**config.mk**
```make
export PLATFORM = sky130hd
export DESIGN_NAME = inv_sqrt_seq
export DESIGN_NICKNAME = d
export VERILOG_FILES = /design/src/rtl/inv_sqrt_seq.sv
export SDC_FILE = /design/constraint.sdc
export NUM_CORES = 1
export LEC_CHECK = 0
export CORE_MARGIN = 5
export CORE_UTILIZATION = 55
export DETAILED_ROUTE_END_ITERATION = 16
export GPL_TIMING_DRIVEN = 0
export PLACE_DENSITY_LB_ADDON = 0.2
export SYNTH_ARGS = -nofsm -noshare
export SYNTH_HDL_FRONTEND = slang
export SYNTH_SLANG_ARGS = --single-unit
```
**constraint.sdc**
```tcl
create_clock -name clk -period 6.2 [get_ports clk]
set_input_delay 1.24 -clock clk [delete_from_list [all_inputs] [get_ports clk]]
set_output_delay 1.24 -clock clk [all_outputs]
set_load 0.005 [all_outputs]
```
**src/rtl/inv_sqrt_seq.sv**
```systemverilog
// Sequencer for the fast inverse square root: magic-constant seed followed by
// Newton-Raphson steps issued to an external float multiplier and 1.5-x unit.
module inv_sqrt_seq #(
    parameter int unsigned ITERATIONS = 2,
    parameter logic [31:0] MAGIC      = 32'h5F3759DF,
    parameter int unsigned TIMEOUT    = 64
) (
    input  logic        clk,
    input  logic        rst,
    input  logic        start,
    input  logic [31:0] float_in,
    output logic [31:0] float_out,
    output logic        ready,
    output logic        busy,
    output logic        error,
    output logic        mul_start,
    output logic [31:0] mul_a,
    output logic [31:0] mul_b,
    input  logic [31:0] mul_result,
    input  logic        mul_ready,
    output logic        sub_start,
    output logic [31:0] sub_in,
    input  logic [31:0] sub_result,
    input  logic        sub_ready
);

    localparam logic [31:0] QNAN      = 32'h7FC00000;
    localparam logic [31:0] PINF      = 32'h7F800000;
    localparam logic [15:0] WAIT_LAST = 16'(TIMEOUT - 1);
    localparam logic [2:0]  ITER_LAST = 3'(ITERATIONS);

    typedef enum logic [3:0] {
        ST_IDLE     = 4'd0,
        ST_CHECK    = 4'd1,
        ST_SEED     = 4'd2,
        ST_M1_ISSUE = 4'd3,
        ST_M1_WAIT  = 4'd4,
        ST_M2_ISSUE = 4'd5,
        ST_M2_WAIT  = 4'd6,
        ST_S_ISSUE  = 4'd7,
        ST_S_WAIT   = 4'd8,
        ST_M3_ISSUE = 4'd9,
        ST_M3_WAIT  = 4'd10,
        ST_FIN      = 4'd11,
        ST_DONE     = 4'd12
    } state_t;

    state_t      state_r;
    logic [31:0] x_r;
    logic [31:0] y_r;
    logic [31:0] xhalf_r;
    logic [2:0]  iter_r;
    logic [15:0] wait_r;
    logic [31:0] seed_s;
    logic        in_wait_s;
    logic        unit_ready_s;

    function automatic logic is_zero(input logic [31:0] f);
        return f[30:0] == 31'd0;
    endfunction

    // Negative operands and NaNs both have no real inverse square root.
    function automatic logic is_invalid(input logic [31:0] f);
        return f[31] || ((f[30:23] == 8'hFF) && (f[22:0] != 23'd0));
    endfunction

    // Exact halving: decrement the exponent, or shift when that would leave the normal range.
    function automatic logic [31:0] halve(input logic [31:0] f);
        if (f[30:23] > 8'd1) begin
            return {1'b0, f[30:23] - 8'd1, f[22:0]};
        end else begin
            return f >> 1;
        end
    endfunction

    assign seed_s = MAGIC - (x_r >> 1);

    // Select which unit's ready line the current wait state is listening to.
    always_comb begin
        in_wait_s    = 1'b0;
        unit_ready_s = 1'b0;
        case (state_r)
            ST_M1_WAIT, ST_M2_WAIT, ST_M3_WAIT: begin
                in_wait_s    = 1'b1;
                unit_ready_s = mul_ready;
            end
            ST_S_WAIT: begin
                in_wait_s    = 1'b1;
                unit_ready_s = sub_ready;
            end
            default: begin
                in_wait_s    = 1'b0;
                unit_ready_s = 1'b0;
            end
        endcase
    end

    // Controller FSM; start pulses are raised on the transition into each issue state.
    always_ff @(posedge clk) begin
        if (rst) begin
            state_r   <= ST_IDLE;
            x_r       <= 32'd0;
            y_r       <= 32'd0;
            xhalf_r   <= 32'd0;
            iter_r    <= 3'd0;
            wait_r    <= 16'd0;
            float_out <= 32'd0;
            ready     <= 1'b0;
            busy      <= 1'b0;
            error     <= 1'b0;
            mul_start <= 1'b0;
            mul_a     <= 32'd0;
            mul_b     <= 32'd0;
            sub_start <= 1'b0;
            sub_in    <= 32'd0;
        end else begin
            mul_start <= 1'b0;
            sub_start <= 1'b0;
            case (state_r)
                ST_IDLE, ST_DONE: begin
                    if (start) begin
                        x_r     <= float_in;
                        ready   <= 1'b0;
                        busy    <= 1'b1;
                        error   <= 1'b0;
                        state_r <= ST_CHECK;
                    end else begin
                        state_r <= state_r;
                    end
                end
                ST_CHECK: begin
                    if (is_zero(x_r)) begin
                        float_out <= PINF;
                        state_r   <= ST_FIN;
                    end else if (is_invalid(x_r)) begin
                        float_out <= QNAN;
                        state_r   <= ST_FIN;
                    end else if (x_r == PINF) begin
                        float_out <= 32'd0;
                        state_r   <= ST_FIN;
                    end else begin
                        state_r <= ST_SEED;
                    end
                end
                ST_SEED: begin
                    y_r       <= seed_s;
                    xhalf_r   <= halve(x_r);
                    iter_r    <= 3'd0;
                    mul_a     <= seed_s;
                    mul_b     <= seed_s;
                    mul_start <= 1'b1;
                    state_r   <= ST_M1_ISSUE;
                end
                ST_M1_ISSUE: begin wait_r <= 16'd0; state_r <= ST_M1_WAIT; end
                ST_M2_ISSUE: begin wait_r <= 16'd0; state_r <= ST_M2_WAIT; end
                ST_S_ISSUE:  begin wait_r <= 16'd0; state_r <= ST_S_WAIT;  end
                ST_M3_ISSUE: begin wait_r <= 16'd0; state_r <= ST_M3_WAIT; end
                ST_M1_WAIT: begin
                    if (mul_ready) begin
                        mul_a     <= xhalf_r;
                        mul_b     <= mul_result;
                        mul_start <= 1'b1;
                        state_r   <= ST_M2_ISSUE;
                    end else begin
                        state_r <= state_r;
                    end
                end
                ST_M2_WAIT: begin
                    if (mul_ready) begin
                        sub_in    <= mul_result;
                        sub_start <= 1'b1;
                        state_r   <= ST_S_ISSUE;
                    end else begin
                        state_r <= state_r;
                    end
                end
                ST_S_WAIT: begin
                    if (sub_ready) begin
                        mul_a     <= y_r;
                        mul_b     <= sub_result;
                        mul_start <= 1'b1;
                        state_r   <= ST_M3_ISSUE;
                    end else begin
                        state_r <= state_r;
                    end
                end
                ST_M3_WAIT: begin
                    if (mul_ready) begin
                        y_r    <= mul_result;
                        iter_r <= iter_r + 3'd1;
                        if ((iter_r + 3'd1) == ITER_LAST) begin
                            float_out <= mul_result;
                            state_r   <= ST_FIN;
                        end else begin
                            mul_a     <= mul_result;
                            mul_b     <= mul_result;
                            mul_start <= 1'b1;
                            state_r   <= ST_M1_ISSUE;
                        end
                    end else begin
                        state_r <= state_r;
                    end
                end
                ST_FIN: begin
                    ready   <= 1'b1;
                    busy    <= 1'b0;
                    state_r <= ST_DONE;
                end
                default: begin
                    state_r <= ST_IDLE;
                end
            endcase
            // A stalled unit aborts the whole computation; this overrides the wait state's hold.
            if (in_wait_s && !unit_ready_s) begin
                if (wait_r == WAIT_LAST) begin
                    error     <= 1'b1;
                    float_out <= QNAN;
                    state_r   <= ST_FIN;
                end else begin
                    wait_r <= wait_r + 16'd1;
                end
            end
        end
    end

endmodule

```
# [Word-level counts from Yosys, hierarchy flattened]
# Index checks and enable logic that the tools add are counted.
[totals] reg_bits=252 word_cells=112 output_inout_bits=133 ram_bits=0 romBits=0 latch_bits=0 in_bits=101 memories=0
[classes] shift=0 div_mod_pow=0 bitwise_logic=1 n_lt_le_gt_ge=1 n_eq_ne=21 add_sub_neg=4 reduce_logical=20 multipliers=0 n_mux=50
[op_table] operator="2-to-1 mux 32 bit" count=13
[op_table] operator="case mux 32 bit (4 select lines)" count=2
[op_table] operator="case mux 32 bit (2 select lines)" count=2
[op_table] operator="2-to-1 mux 16 bit" count=3
[op_table] operator="case mux 4 bit (12 select lines)" count=1
[op_table] operator="2-to-1 mux 4 bit" count=11
[op_table] operator="equality test 32 x 31 -> 1 bit, second input constant" count=1
[op_table] operator="subtractor 31 x 31 -> 32 bit, first input constant" count=1
[op_table] operator="logical NOT 31 bit" count=1
[op_table] operator="2-to-1 mux 31 bit" count=1
[op_table] operator="nonzero test 23 bit" count=1
[op_table] operator="equality test 4 bit, second input constant" count=5
[op_table] operator="adder 16 x 1 -> 16 bit, second input constant" count=1
[op_table] operator="equality test 16 x 6 -> 1 bit, second input constant" count=1
[op_table] operator="equality test 4 x 3 -> 1 bit, second input constant" count=4
[op_table] operator="2-to-1 mux 1 bit" count=11
[op_table] operator="!= test 2 bit, second input constant" count=5
[op_table] operator="equality test 4 x 2 -> 1 bit, second input constant" count=2
[op_table] operator="equality test 8 bit, second input constant" count=1
[op_table] operator="greater-than comparator 8 x 1 -> 1 bit, second input constant" count=1
[op_table] operator="AND reduction 2 bit" count=4
[op_table] operator="OR reduction 4 bit" count=2
[op_table] operator="subtractor 8 x 1 -> 8 bit, second input constant" count=1
[op_table] operator="case mux 1 bit (2 select lines)" count=3
[op_table] operator="other kinds (16)" count=19

# [Depth between registers and ports, before layout]
# Gate-level depths: netlist (run 1).
[logic_depth] word_depth=8 mapped_depth=10 depth_no_buf=8

# [Least setup slack after synthesis (run 1)]
# Ideal clock, no wire load.
[synth_timing] path_kind="in2reg" from="input port mul_ready" to="register wait_r[13]" required_time_ns=6.072 path_stages=7 path_buffers=1 setup_ns=0.128 t_arrival_ns=2.556 setup_slack_ns=3.516 path_cell_list="inv_1 -> a22oi_1 -> or2_2 -> clkbuf_1 -> nor4_1 -> xnor2_1 -> nor2_1"
[synth_between] elab_chain_cells=4
[synth_lines] item="start: declaration" line_no="20" text="input logic mul_ready,"
[synth_lines] item="case mux 1 bit (2 select lines)" line_no="82" text="case (state_r)"
[synth_lines] item="logical NOT 1 bit" line_no="214" text="if (in_wait_s && !unit_ready_s) begin"
[synth_lines] item="logical AND 1 bit" line_no="214"
[synth_lines] item="2-to-1 mux 16 bit" line_no="214"
[synth_lines] item="end signal: assignment" line_no="220" text="wait_r <= wait_r + 16'd1;"
[synth_lines] item="end: declaration" line_no="53" text="logic [15:0] wait_r;"
# No other way between the ends.
# A chain may end at the register's enable or synchronous reset.

==> summary.log, run 1 <==
INFO  routing        post_drt_wl_per_cell=24.1microns
INFO  finish         antenna_cells_inserted=0
INFO  worst_setup_path critPathCaptureType=register
INFO  synthesis      most_used_standard_cell_by_instance_count_after_synthesis=dfxtp_1
INFO  worst_setup_path endpoint_of_the_most_critical_register_to_register_path=mul_b[12]
INFO  power          max-vdd-ir-drop=0.271mV
INFO  synthesis      ys_seq_elements=251
INFO  global_routing first_global_vias=11.6k
INFO  min_path       min_from=y_r[16]
INFO  sta            period_needed=3.80ns
INFO  die            fp.dieH=155microns
INFO  sta            finalWorstSetupSlack=2.40ns
INFO  sta            setup_tns=0ns
INFO  clocking       cts.clk_slew.worst_paths=0.06ns
INFO  synthesis      synth_area_per_cell=8.16squm
INFO  global_routing grt_pass1_wl=69,500microns
INFO  worst_setup_path worstSetupStartpoint=mul_ready
INFO  synthesis      synth_edf_count=0
INFO  clocking       cts_num_sinks=251
INFO  power          power.leakage=5.24nW
INFO  synthesis      cells_after_synth=1,412
INFO  die            fp.dieW=155microns
INFO  synthesis      dominantRegCellSynth=dfxtp_1
INFO  synthesis      synth.cells.most_frequent=dfxtp_1, nand2_1, a21oi_1
INFO  synthesis      synth-simple-area-share=17.9%
INFO  synthesis      dominant_combinational_cell_family_by_area_after_synthesis=compound AO/OA/AOI/OAI gates
INFO  global_routing grt.overflow.total=0
INFO  routing        drt.antenna.violating_nets=0
INFO  synthesis      synth_fa_ha_area_share=0.869%
INFO  worst_setup_path endpoint_of_the_most_critical_setup_path=xhalf_r[21]
INFO  synthesis      xor_xnor_portion_of_the_synthesized_cell_area=2.51%
INFO  clocking       clk_path_buf_depth=3
INFO  clocking       tritoncts=built
INFO  clocking       worstSkewPairLatency=0.55ns
INFO  synthesis      muxShareOfSynthArea=2.00%
INFO  die            initial_core_util=55.3%
INFO  clocking       cts_buffers=27
INFO  die            floorplan.die_area=0.0239sqmm
INFO  worst_setup_path reg2reg_setup_slack=3.10ns
INFO  finish         layout-drive-gt1-share=4.48%
INFO  routing        detailroute.via_count=12.7k
INFO  global_routing grt_util_all_layers=37.2%
INFO  routing        detail_routed_via_count_per_cell=6.45
INFO  synthesis      yosysWarningCount=0
INFO  die            fp-row-count=53
INFO  worst_setup_path crit_slowest_cell=clkdlybuf4s50_1
INFO  synthesis      synth_top_area_cell=dfxtp_1
INFO  sta            post-route-period-util=61.3%
INFO  finish         area_growth_synth_to_finish=31.5%
INFO  worst_setup_path setup.worst_path.start_class=input pin
INFO  clocking       hold_buffers=0
INFO  sta            timing.max_slew.rel_slack=11.9%
INFO  worst_setup_path worst-r2r-cell-count=10
INFO  clocking       cts.repair.resized=0
INFO  synthesis      synth_cell_type_count=65
INFO  synthesis      netlist_area=0.0115sqmm
INFO  min_path       class_of_the_most_critical_hold_timing_path=register to register
INFO  clocking       cts_setup_buffers=0
INFO  synthesis      seq_area_frac_synth=43.6%
INFO  placement      placement.setup.worst_slack=2.03ns
INFO  placement      place.gp.congestion=0.999
INFO  die            io_pins=234
INFO  synthesis      synth_compound_area_share=27.8%
INFO  sta            final-setup-viol-count=0
INFO  worst_setup_path critical_path_arrival=4.24ns
INFO  routing        drt-pass1-iter-count=8
INFO  worst_setup_path crit_chain=clkdlybuf4s50_1, inv_1, a211o_1, clkbuf_1, nor2_1, clkbuf_1, nor2_1, a211oi_1
INFO  global_routing pin_count_of_the_biggest_net_entering_global_routing=14
INFO  status         run_status=complete, no violations
INFO  die            core_area=0.0208sqmm
INFO  global_routing number_of_antenna_violations_at_the_first_check_in_global_routing=0
INFO  routing        residual_drc_count=0
INFO  placement      io_buffer_count=233
INFO  worst_setup_path slowest_delay=0.62ns
INFO  sta            worst_slew_pin_slew=1.31ns
INFO  synthesis      synthesis.nets=1,521
INFO  synthesis      async_reset_ff_share=0%
INFO  finish         postLayoutCoreUtil=72.7%
INFO  synthesis      largest_cells_by_area_after_synthesis=dfxtp_1, a21oi_1, nand2_1
INFO  placement      dp_hpwl=35,700microns
INFO  routing        drtIter0Drc=1,655
INFO  run            drv.max_cap_violation_count=0
INFO  clocking       h-tree-depth=1
INFO  min_path       worst_hold_path.num_cells=2
INFO  sta            finClkSkew=0.0280ns
INFO  finish         layout.nets=1,783
INFO  worst_setup_path critical_path.reg2reg.startpoint=state_r[2]
INFO  worst_setup_path cp.required=6.64ns
INFO  clocking       cts.root.buffer_cell=clkbuf_16
INFO  sta            timing.final.hold_violations=0
INFO  sta            rsz0062_at_grt=false
INFO  sta            slew_viols_final=0
INFO  routing        routed_wl=47,500microns
INFO  worst_setup_path crit_path_max_fanout=10
INFO  synthesis      netlist.area_leader.share=43.6%
INFO  worst_setup_path setup.worst_path.class=input pin to register
INFO  finish         fillers=1,638
INFO  power          power_per_cell_area=355mW/mm^2
INFO  sta            max_clock_freq=263MHz
==> worst min path at each step <==
| stage | endpoint |
|---|---|
| after floorplan | y_r[15] |
| after global placement | y_r[15] |
| after detailed placement | y_r[16] |
| after CTS | y_r[16] |
| after global routing | y_r[20] |
| final | y_r[16] |
==> routing by layer <==
metal  track usage, %  vias to the layer above  share of wire, %
met4             12.3                        0               3.8
met3             7.27                      148                12
met2             61.3                      881                45
li1                 -                     5691                 -
met5                0                        -                 0
met1             49.4                     5979                38
==> cells by family (layout without fill, tap and decap cells) <==
family	after synthesis	in the layout
flip-flops	251	251
adder cells (fa/ha/maj)	8	8
AO/OA/AOI/OAI	496	496
buffers and inverters	149	432
multiplexers	23	23
AND/OR/NAND/NOR	452	452
XOR/XNOR	33	33
==> where the power goes <==
group,internal [mW],switching [mW],leakage (nW)
sequential,1.85,0.169,2.04
clock,1.04,0.686,0.463
combinational,0.651,0.988,2.74
total,3.54,1.84,5.24
==> layout make-up <==
class / count / area (sq um) / area share [%]
inverters: 16 / 60.1 / 0.396
clock buffers: 38 / 777 / 5.13
flip-flops and latches: 251 / 5020 / 33.2
plain buffers: 133 / 549 / 3.63
clock inverters: 12 / 173 / 1.14
multi-input cells: 1012 / 5890 / 38.9
repair buffers: 233 / 2330 / 15.4
well taps: 275 / 344 / 2.27
==> through the flow <==
step                      area (sq um)  total power [mW]  instances  hold WS, ns
after floorplan                  11500              2.88       1412        0.431
after global placement           14200              3.58       1920        0.439
after detailed placement         14200              3.62       1920        0.443
after CTS                        15100              5.31       1970        0.452
after global routing             15100              5.55       1970        0.473
final                            15100              5.38       1970        0.455
==> registers in the layout, summed over array words and instances (netlist names), 16 cells and up <==
signal,flops
float_out,32
xhalf_r,31
mul_b,32
y_r,32
wait_r,16
x_r,32
mul_a,32
sub_in,32
==> cells in the final DEF, fill, tap and decap left out, types with 6 or more instances in the layout <==
cell type / Yosys / layout
a311oi_1: 9 / 9
o211ai_1: 15 / 15
a31oi_1: 30 / 30
a22oi_1: 16 / 16
clkbuf_16: 0 / 27
nor4_1: 10 / 10
nand3_1: 27 / 27
a222oi_1: 28 / 28
a21oi_1: 168 / 168
a22o_1: 24 / 24
a221oi_1: 28 / 28
buf_2: 10 / 10
o21ai_0: 103 / 103
and3_1: 8 / 8
clkbuf_1: 108 / 113
ha_1: 8 / 8
xnor2_1: 24 / 24
a211oi_1: 33 / 33
mux2i_1: 23 / 23
dfxtp_1: 251 / 251
or3_1: 9 / 9
inv_1: 16 / 16
xor2_1: 9 / 9
nand3b_1: 7 / 7
nand2_1: 197 / 197
buf_1: 10 / 10
clkbuf_8: 0 / 6
nand4_1: 9 / 9
nor2_1: 120 / 120
nor3_1: 27 / 27
clkdlybuf4s50_1: 0 / 233
==> worst max-delay path: cells and delay by family <==
family	cells	cell delay, ns
AOI/OAI and AO/OA	2	0.58
and+or+nand+nor	2	0.70
buffers and inverters	4	1.71
No activity file was read; power rests on OpenSTA's default activity.
==> inputs of run 2 (changes only) <==
--- a/config.mk
+++ b/config.mk
@@ -6,7 +6,7 @@
 export NUM_CORES = 1
 export LEC_CHECK = 0
 export CORE_MARGIN = 5
-export CORE_UTILIZATION = 55
+export CORE_UTILIZATION = 52
 export DETAILED_ROUTE_END_ITERATION = 16
 export GPL_TIMING_DRIVEN = 0
 export PLACE_DENSITY_LB_ADDON = 0.2
==> constraint.sdc (replaced) <==
create_clock -name clk -period 3.5 [get_ports clk]
set_input_delay 0.7 -clock clk [delete_from_list [all_inputs] [get_ports clk]]
set_output_delay 0.7 -clock clk [all_outputs]
set_load 0.005 [all_outputs]
==> run 2 against run 1 <==
Compared with the run above:
- register-to-register slack worse by 2.6 ns
- cell count grew 0.25%
- power increased by 77%
- die area is 5.4% higher
- setup slack got worse by 2.1 ns
- first-iteration DRC count fell by 9.8%
- critical path depth did not move
- sequential power rose by 77%
- critical endpoint is now xhalf_r[20]
- largest power group unchanged
==> summary.log, run 2 (synthesized netlist as in run 1, its figures left out) <==
INFO  status         run_status=complete, no violations
INFO  power          max-vdd-ir-drop=0.378mV
INFO  finish         fillers=1,860
INFO  global_routing pin_count_of_the_biggest_net_entering_global_routing=15
INFO  routing        post_drt_wl_per_cell=23.4microns
INFO  power          power.leakage=5.24nW
INFO  global_routing grt_busiest_layer=met2
INFO  clocking       cts_setup_buffers=0
INFO  sta            max_clock_freq=310MHz
INFO  sta            worst_slew_pin_slew=1.32ns
INFO  global_routing number_of_antenna_violations_at_the_first_check_in_global_routing=0
INFO  worst_setup_path worst-r2r-cell-count=10
INFO  min_path       class_of_the_most_critical_hold_timing_path=register to register
INFO  finish         layout.nets=1,783
INFO  routing        detailroute.via_count=12.5k
INFO  clocking       h-tree-depth=1
INFO  routing        drt.antenna.violating_nets=0
INFO  global_routing grt_util_all_layers=34.1%
INFO  worst_setup_path endpoint_of_the_most_critical_register_to_register_path=mul_b[12]
INFO  placement      dpl.cell_count=1,925
INFO  worst_setup_path setup.worst_path.start_class=input pin
INFO  global_routing grt_pass1_wl=69,100microns
INFO  sta            timing.final.hold_violations=0
INFO  finish         antenna_cells_inserted=0
INFO  die            fp-row-count=54
INFO  worst_setup_path critPathCaptureType=register
INFO  routing        detail_routed_via_count_per_cell=6.31
INFO  placement      place.gp.congestion=0.986
INFO  die            initial_core_util=52.8%
INFO  worst_setup_path cp.required=3.94ns
INFO  global_routing grtUsageMet2=56.2%
INFO  sta            finClkSkew=0.0181ns
INFO  die            io_pins=234
INFO  worst_setup_path critical_path_arrival=3.66ns
INFO  finish         layout.cells.most_common=dfxtp_1
INFO  routing        drt-pass1-iter-count=8
INFO  run            drv.max_cap_violation_count=0
INFO  global_routing first_global_vias=11.6k
INFO  sta            post-route-period-util=92.0%
INFO  worst_setup_path reg2reg_setup_slack=0.47ns
INFO  clocking       cts_buffers=27
INFO  placement      dp_hpwl=34,900microns
INFO  die            floorplan.die_area=0.0252sqmm
INFO  worst_setup_path critical_path.reg2reg.startpoint=state_r[2]
INFO  global_routing grtUsageMet1=44.1%
INFO  die            fp.dieW=159microns
INFO  routing        routed_wl=46,200microns
INFO  worst_setup_path setup.worst_path.class=input pin to register
INFO  worst_setup_path endpoint_of_the_most_critical_setup_path=xhalf_r[20]
INFO  sta            timing.max_slew.rel_slack=11.1%
INFO  die            core_area=0.0218sqmm
INFO  clocking       cts.clk_slew.worst_paths=0.06ns
INFO  sta            slew_viols_final=0
INFO  global_routing grt_use_met3=8.79%
INFO  routing        residual_drc_count=0
INFO  routing        drtIter0Drc=1,493
INFO  global_routing grt.overflow.total=0
INFO  worst_setup_path crit_path_max_fanout=10
INFO  clocking       hold_buffers=0
INFO  finish         final_cell_mix=dfxtp_1, clkdlybuf4s50_1, nand2_1
INFO  clocking       cts.root.buffer_cell=clkbuf_16
INFO  worst_setup_path worstSetupStartpoint=mul_ready
INFO  finish         area_growth_synth_to_finish=31.6%
INFO  clocking       cts.repair.resized=0
INFO  power          power_per_cell_area=627mW/mm^2
INFO  clocking       clk_path_buf_depth=3
INFO  clocking       worstSkewPairLatency=0.55ns
INFO  placement      io_buffer_count=233
INFO  clocking       cts_num_sinks=251
INFO  finish         postLayoutCoreUtil=69.5%
INFO  sta            rsz0062_at_grt=false
INFO  finish         stdcell_count=1,975
INFO  sta            period_needed=3.22ns
INFO  finish         layout-drive-gt1-share=4.66%
INFO  clocking       tritoncts=built
INFO  power          total_power_after_layout=9.51mW
INFO  die            fp.dieH=159microns
INFO  sta            final-setup-viol-count=0
-- run 2: cell count changes in the layout (fill, tap and decap cells not counted), sizes merged --
| cell | change |
|---|---|
| clkinvlp | +3 |
| clkinv | +2 |
| bufinv | +1 |
| clkbuf | -6 |
-- run 2: critical path, stage by stage --
cell and delay, ns:
clkdlybuf4s50_1 0.63, inv_1 0.22, a211o_1 0.33, clkbuf_1 0.26
nor2_1 0.61, clkbuf_1 0.59, nor2_1 0.08, a211oi_1 0.23
-- run 2: how the worst min path moves through the flow --
stage                           from         end  slack (ns)  cells after the start
after floorplan              y_r[15]     y_r[15]        0.43                      2
after global placement       y_r[15]     y_r[15]        0.44                      2
after detailed placement  sub_in[19]  sub_in[19]        0.45                      2
after CTS                    y_r[22]     y_r[22]        0.45                      2
after global routing      sub_in[25]  sub_in[25]        0.47                      2
final                        y_r[16]     y_r[16]        0.45                      2
-- run 2: area by class of cell --
cell class	instances	area [sq um]	area share [%]
multi-input cells	1012	5890	38.8
flip-flops and latches	251	5020	33.1
repair buffers	233	2330	15.4
clock buffers	32	724	4.78
plain buffers	133	549	3.62
well taps	280	350	2.31
clock inverters	18	231	1.53
inverters	16	60.1	0.396
-- run 2: layer usage --
layer / share of wire, % / wire (microns)
met1: 38 / 17700
met2: 46 / 21100
met4: 3.4 / 1550
met5: 0 / 0
met3: 13 / 5880
-- run 2: stage by stage --
step | TNS, ns | setup slack (ns) | area (sq um) | hold WS (ns)
final | 0 | 0.279 | 15200 | 0.453
after global routing | 0 | 0.195 | 15200 | 0.470
after CTS | 0 | 0.415 | 15200 | 0.454
after detailed placement | -0.842 | -0.130 | 14200 | 0.446
after global placement | -0.699 | -0.124 | 14200 | 0.438
after floorplan | 0 | 1.33 | 11500 | 0.431
-- run 2: power breakdown --
part | internal, mW | leakage, nW | switching, mW
Sequential | 3.27 | 2.04 | 0.290
Clock | 1.85 | 0.460 | 1.22
Combinational | 1.15 | 2.74 | 1.72
